File: config.mk
export PLATFORM = sky130hd
export DESIGN_NAME = reg_write_arbiter
export DESIGN_NICKNAME = d
export VERILOG_FILES = /design/src/rtl/reg_write_arbiter.sv
export SDC_FILE = /design/constraint.sdc
export NUM_CORES = 1
export LEC_CHECK = 0
export BUFFER_PORTS_ARGS = -buffer_cell sky130_fd_sc_hd__buf_4
export CAP_MARGIN = 10
export CORE_ASPECT_RATIO = 1.5
export CORE_UTILIZATION = 45
export CTS_CLUSTER_SIZE = 16
export DETAILED_ROUTE_END_ITERATION = 7
export GPL_ROUTABILITY_DRIVEN = 0
export HOLD_SLACK_MARGIN = 0.12
export PLACE_DENSITY_LB_ADDON = 0.25
export SYNTH_ARGS = -nofsm -noshare
export SYNTH_HDL_FRONTEND = slang
export SYNTH_SLANG_ARGS = --single-unit
File: constraint.sdc
create_clock -name Clk -period 2 [get_ports Clk]
set_input_delay 0.6 -clock Clk [delete_from_list [all_inputs] [get_ports Clk]]
set_output_delay 0.6 -clock Clk [all_outputs]
set_load 0.02 [all_outputs]
File: src/rtl/reg_write_arbiter.sv
// reg_write_arbiter: sole owner of the register file write port.
//
// After reset, and again on Clear, sweeps INIT_VALUE into every register.
// It then shares the write port between two requesters with round-robin
// arbitration and a req/ack handshake.
//
// Ports:
//   Clk, Reset            clock (rising edge), async active-low reset
//   Clear                 one-cycle pulse, restarts the init sweep
//   Req0/Addr0/Data0      requester 0 write request, address and data
//   Ack0                  one-cycle pulse, requester 0 write issued
//   Req1/Addr1/Data1      requester 1 write request, address and data
//   Ack1                  one-cycle pulse, requester 1 write issued
//   Reg_W_Addr, W_Data    register file write address and data (registered)
//   Write_Reg             register file write enable (registered)
//   Busy                  high while the init sweep runs
module reg_write_arbiter #(
  parameter int unsigned         NUM_REGS     = 32,
  parameter int unsigned         ADDR_W       = 5,
  parameter int unsigned         DATA_W       = 32,
  parameter logic [DATA_W-1:0]   INIT_VALUE   = '0,
  parameter bit                  ZERO_PROTECT = 1'b1
) (
  input  logic              Clk,
  input  logic              Reset,
  input  logic              Clear,
  input  logic              Req0,
  input  logic [ADDR_W-1:0] Addr0,
  input  logic [DATA_W-1:0] Data0,
  output logic              Ack0,
  input  logic              Req1,
  input  logic [ADDR_W-1:0] Addr1,
  input  logic [DATA_W-1:0] Data1,
  output logic              Ack1,
  output logic [ADDR_W-1:0] Reg_W_Addr,
  output logic [DATA_W-1:0] W_Data,
  output logic              Write_Reg,
  output logic              Busy
);

  localparam logic [0:0] S_INIT = 1'b0;
  localparam logic [0:0] S_RUN  = 1'b1;

  localparam logic [ADDR_W-1:0] LastIdx = ADDR_W'(NUM_REGS - 1);

  logic [0:0]        state_q, state_d;
  logic [ADDR_W-1:0] init_cnt_q, init_cnt_d;
  logic              last_q, last_d;
  logic              write_reg_q, write_reg_d;
  logic [ADDR_W-1:0] addr_q, addr_d;
  logic [DATA_W-1:0] data_q, data_d;
  logic              ack0_q, ack0_d;
  logic              ack1_q, ack1_d;
  logic              gnt0, gnt1;

  // On a tie, serve whoever was not served last; last_q resets to 1 so
  // requester 0 wins the first tie.
  assign gnt0 = Req0 & (~Req1 | last_q);
  assign gnt1 = Req1 & (~Req0 | ~last_q);

  always_comb begin
    state_d     = state_q;
    init_cnt_d  = init_cnt_q;
    last_d      = last_q;
    addr_d      = addr_q;
    data_d      = data_q;
    write_reg_d = 1'b0;
    ack0_d      = 1'b0;
    ack1_d      = 1'b0;

    unique case (state_q)
      S_INIT: begin
        write_reg_d = 1'b1;
        data_d      = INIT_VALUE;
        if (Clear) begin
          addr_d     = '0;
          init_cnt_d = '0;
        end else begin
          addr_d = init_cnt_q;
          if (init_cnt_q == LastIdx) begin
            state_d    = S_RUN;
            init_cnt_d = '0;
          end else begin
            init_cnt_d = init_cnt_q + ADDR_W'(1);
          end
        end
      end
      S_RUN: begin
        if (Clear) begin
          state_d    = S_INIT;
          init_cnt_d = '0;
        end else if (gnt0) begin
          addr_d      = Addr0;
          data_d      = Data0;
          ack0_d      = 1'b1;
          last_d      = 1'b0;
          // Register 0 is read-only to requesters: acknowledge, but don't write.
          write_reg_d = !(ZERO_PROTECT && (Addr0 == '0));
        end else if (gnt1) begin
          addr_d      = Addr1;
          data_d      = Data1;
          ack1_d      = 1'b1;
          last_d      = 1'b1;
          write_reg_d = !(ZERO_PROTECT && (Addr1 == '0));
        end
      end
      default: begin
        state_d    = S_INIT;
        init_cnt_d = '0;
      end
    endcase
  end

  always_ff @(posedge Clk or negedge Reset) begin
    if (!Reset) begin
      state_q     <= S_INIT;
      init_cnt_q  <= '0;
      last_q      <= 1'b1;
      write_reg_q <= 1'b0;
      addr_q      <= '0;
      data_q      <= '0;
      ack0_q      <= 1'b0;
      ack1_q      <= 1'b0;
    end else begin
      state_q     <= state_d;
      init_cnt_q  <= init_cnt_d;
      last_q      <= last_d;
      write_reg_q <= write_reg_d;
      addr_q      <= addr_d;
      data_q      <= data_d;
      ack0_q      <= ack0_d;
      ack1_q      <= ack1_d;
    end
  end

  assign Write_Reg  = write_reg_q;
  assign Reg_W_Addr = addr_q;
  assign W_Data     = data_q;
  assign Ack0       = ack0_q;
  assign Ack1       = ack1_q;
  assign Busy       = (state_q == S_INIT);

endmodule
# Word-level counts from Yosys, hierarchy flattened
# Index checks and enable logic that the tools add are counted.
word_totals:
  register_bits: 47
  output_inout_bits: 41
  wordCells: 57
op_classes:
  addsub: 1
  eq_ne: 3
  n_mux: 29
  bitwise_logic: 9
  reduce_logical: 7
ops:
  columns: ["operator", "count"]
  rows:
  - ["32-bit two-way mux", 3]
  - ["32-bit one-hot mux with 2 select lines", 1]
  - ["5-bit two-way mux", 6]
  - ["5-bit one-hot mux with 2 select lines", 2]
  - ["1-bit two-way mux", 15]
  - ["5-bit logical NOT", 2]
  - ["5-bit by 1-bit adder with 5-bit output, second input constant", 1]
  - ["5-bit equality test, second input constant", 1]
  - ["1-bit inverter", 5]
  - ["1-bit one-hot mux with 2 select lines", 2]
  - ["3-bit by 1-bit inequality test with 1-bit output, second input constant", 1]
  - ["3-bit AND reduction", 1]
  - ["1-bit AND", 2]
  - ["1-bit logical NOT", 2]
  - ["2-bit inequality test, second input constant", 1]
  - ["1-bit OR", 2]
  - ["2-bit AND reduction", 1]
  - ["2-bit nonzero test", 1]

# Depth between registers and ports, before layout
logic_depth:
  ltp_word: 7
  ltp_mapped: 6
  depth_no_buf: 6

# Worst setup path before layout
# OpenSTA, ideal clock, no wires.
synth_timing:
  path_type: "input-to-reg"
  from: "in Req1"
  to: "reg addr_q[4], in the netlist Reg_W_Addr[4]"
  setup_ns: 0.127
  t_arrival_ns: 1.434
  slack_ns: 0.439
  stages: 6
  n_path_buf: 2
  cell_sequence: "inv_1 > o21ai_2 > buf_4 > buf_4 > mux2i_1 > o21ai_1"
synth_between:
  elab_chain_len: 6
  elab_cells_between_ends: 9
  cone_classes: "eq/ne (1); mux (3); bitwise (4); reduce/logical (1)"
synth_rtl:
  columns: ["element", "line", "text"]
  rows:
  - ["from (decl)", "31", "input logic Req1,"]
  - ["1-bit inverter", "58", "assign gnt0 = Req0 & (~Req1 | last_q);"]
  - ["1-bit OR", "58", null]
  - ["1-bit AND", "58", null]
  - ["5-bit two-way mux", "92", "end else if (gnt0) begin"]
  - ["5-bit two-way mux", "89", "if (Clear) begin"]
  - ["5-bit one-hot mux with 2 select lines", "71", "unique case (state_q)"]
  - ["to (signal assigned)", "129", "addr_q <= addr_d;"]
  - ["to (decl)", "50", "logic [ADDR_W-1:0] addr_q, addr_d;"]
# Several ways; a longest one is shown, not always the timed one. The select of a mux whose other input is x is not followed.
# A chain may end at the register's enable or synchronous reset.

# Final worst setup path
layout_timing:
  from: "reg init_cnt_q[0]"
  to: "reg init_cnt_q[3]"
layout_between:
  elab_chain_len: 4
  elab_cells_between_ends: 5
  cone_classes: "add/sub (1); eq/ne (1); mux (3)"
layout_rtl:
  columns: ["element", "line", "text"]
  rows:
  - ["from (decl)", "47", "logic [ADDR_W-1:0] init_cnt_q, init_cnt_d;"]
  - ["from (signal assigned)", "126", "init_cnt_q <= init_cnt_d;"]
  - ["5-bit by 1-bit adder with 5-bit output or 5-bit equality test (tied branches)", "84, 80", null]
  - ["5-bit two-way mux (*)", "80", "if (init_cnt_q == LastIdx) begin"]
  - ["5-bit two-way mux (*)", "75", "if (Clear) begin"]
  - ["5-bit one-hot mux with 2 select lines (*)", "71", null]
  - ["net init_cnt_d[3]", "47", null]
# Mark *: on every way through the listed nets, which the timed path passes. The rest lies on a longest branch.

==> out/results.ini <==
[clock_network]
cts.clk_slew.worst_paths_ps=80
hold_buffers=0
numCtsBuffers=5
root_buffer=clkbuf_8
clock_sinks=47
clk_path_buf_depth=2
clk_latency_ps=300
ctsResizeCount=0
cts_tree=built
cts_setup_buffers=0
h-tree-depth=2

[layout]
diodes=0
final_core_util_pct=68.4
drive_gt1_share_pct=43.6
num-nets-final=410
fillers=409
syn2layout_area_growth_pct=45.3

[critical_path]
startpoint=init_cnt_q[0]
rr_startpoint=init_cnt_q[0]
r2r-end=init_cnt_q[3]
ff2ff_path_depth=6
cp.required_ps=2230
path_class=flop to flop
worstSetupStartpointType=flop
crit_fanout=6
cp.arrival_ps=1830
worst_setup_path_end_kind=flop
r2r_slack_ps=400

[global_routing]
grt_overflow=0
grt_pass1_vias=1972
grt_pass1_wl_um=8610
grt_max_degree=48
grt_usage_pct=21.9
antenna_found_initial=0

[placement]
placement.io_buffers=119
dp_hpwl_um=4130

[floorplanning]
ios=120
dieHeight_um=89.2
die_area_mm2=0.00537
coreArea_mm2=0.00485
start_util_pct=47.1
num_rows=31
die_w_um=60.1

[outcome]
status=finished, final reports clean

[timing]
relSlewSlack_pct=58.7
fin_skew_ps=4.39
max_freq_mhz=624
period_needed_ps=1600
rsz0062_at_grt=false
hold_violations=0
tns_ps=0
period_share_pct=80.1
report.final.slew_viol_count=0
worst_pin_slew_ps=619
finalSetupViolations=0

[synth]
syn_nets=295
yosysMostFrequentCell=dfrtp_1
syn_inst=214
ys_types=30
ys_async_sr_fraction_pct=100
avgSynthCellArea_um2=10.7
ys_top_cells_by_count=dfrtp_1 (46), mux2i_1 (39), nand2_1 (32)
synth-seq-cells=47
yosys_most_used_dff=dfrtp_1
ys.warnings.count=0
synthTopCellsByArea=dfrtp_1 (50%), mux2i_1 (17%), nand2_1 (5.3%), o21ai_2 (4.6%), o21ai_0 (4.4%)
synth_edf_count=0
netlist_area_mm2=0.00228
yosysTopAreaCellShare_pct=50.4
yosysSeqAreaShare_pct=51.6
synth_largest_area_cell=dfrtp_1

[job]
max_cap_violations=0

[route]
drt_iter0_markers=59
drt_wl_total_um=5580
wl_per_cell_um=14.1
drc=0
drtAntennaViolNets=0
drt_first_pass_iters=4
routed_via_density=5.10
vias=2021

[min_path]
hp-class=primary input to async pin

[power]
power_density_mw_per_mm2=544
max-vdd-ir-drop_uv=426
p_leak_nw=1.79

==> state kept, by name (all words and copies together), names as in the netlist <==
signal,flops
W_Data,32
Reg_W_Addr,5
init_cnt_q,5
Ack0,1
Ack1,1
Write_Reg,1
last_q,1
state_q,1
==> layer usage <==
metal | global-route usage (%) | part of all wire [%] | up-vias
met4 | 12.5 | 3.3 | 0
met1 | 22.9 | 35 | 956
met3 | 3.91 | 4.7 | 15
met5 | 0 | 0 | -
li1 | - | - | 978
met2 | 39.8 | 57 | 72
==> metrics by stage <==
| step | total power [mW] | cell area (µm²) | setup WS, ps | std cells | hold slack (ps) |
|---|---|---|---|---|---|
| CTS | 1.82 | 3320 | 404 | 396 | 319 |
| finish | 1.80 | 3320 | 399 | 396 | 298 |
| detailed placement | 1.28 | 3240 | 101 | 388 | 468 |
| global route | 1.89 | 3320 | 295 | 396 | 337 |
| global placement | 1.27 | 3240 | 165 | 388 | 463 |
| floorplan | 1.10 | 2280 | 439 | 214 | 304 |
==> power by group <==
| part | switching [mW] | internal (mW) |
|---|---|---|
| registers | 0.0114 | 0.961 |
| logic | 0.115 | 0.167 |
| clock network | 0.304 | 0.246 |
==> worst max path at each step <==
stage	slack [ps]	cells past startpoint	endpoint
final	400	6	init_cnt_q[3]
after global routing	300	6	init_cnt_q[3]
after CTS	400	6	init_cnt_q[3]
after detailed placement	100	6	W_Data[7]
after global placement	160	6	W_Data[2]
after floorplan	440	6	Reg_W_Addr[4]
==> cell usage in the layout, fill, tap and decap left out, drive strengths merged, types with 2 or more instances in the layout <==
master,count
buf,123
dfrtp,46
o21ai,41
mux2i,39
nand2,32
nor2,9
a21oi,7
clkbuf,7
nor3b,4
nor3,3
or4,2
ha,2
inv,2
==> critical path, stage by stage, from the launching register on <==
cell and delay, ps:
dfrtp_1 450, ha_1 250, and3_1 190, ha_1 240, nor3_1 150, nand4_1 110, a21oi_1 150
==> logic make-up (layout without fill, tap and decap cells) <==
family / after synthesis / in the layout / share of synthesized area, %
AO/OA/AOI/OAI: 54 / 54 / 14.5
adder cells (fa/ha/maj): 2 / 2 / 1.10
buffers and inverters: 17 / 133 / 4.71
flip-flops: 47 / 47 / 51.6
multiplexers: 39 / 39 / 17.1
AND/OR/NAND/NOR: 55 / 55 / 11.0
==> area by class of cell <==
cell class / count / area [µm²] / area share [%]
flip-flops and latches: 47 / 1180 / 35.5
repair buffers: 123 / 961 / 29.0
clock buffers: 7 / 76.3 / 2.30
multi-input cells: 150 / 1000 / 30.3
clock inverters: 1 / 5.00 / 0.151
inverters: 2 / 10.0 / 0.302
well taps: 66 / 82.6 / 2.49
(Power assumes the default switching activity.)
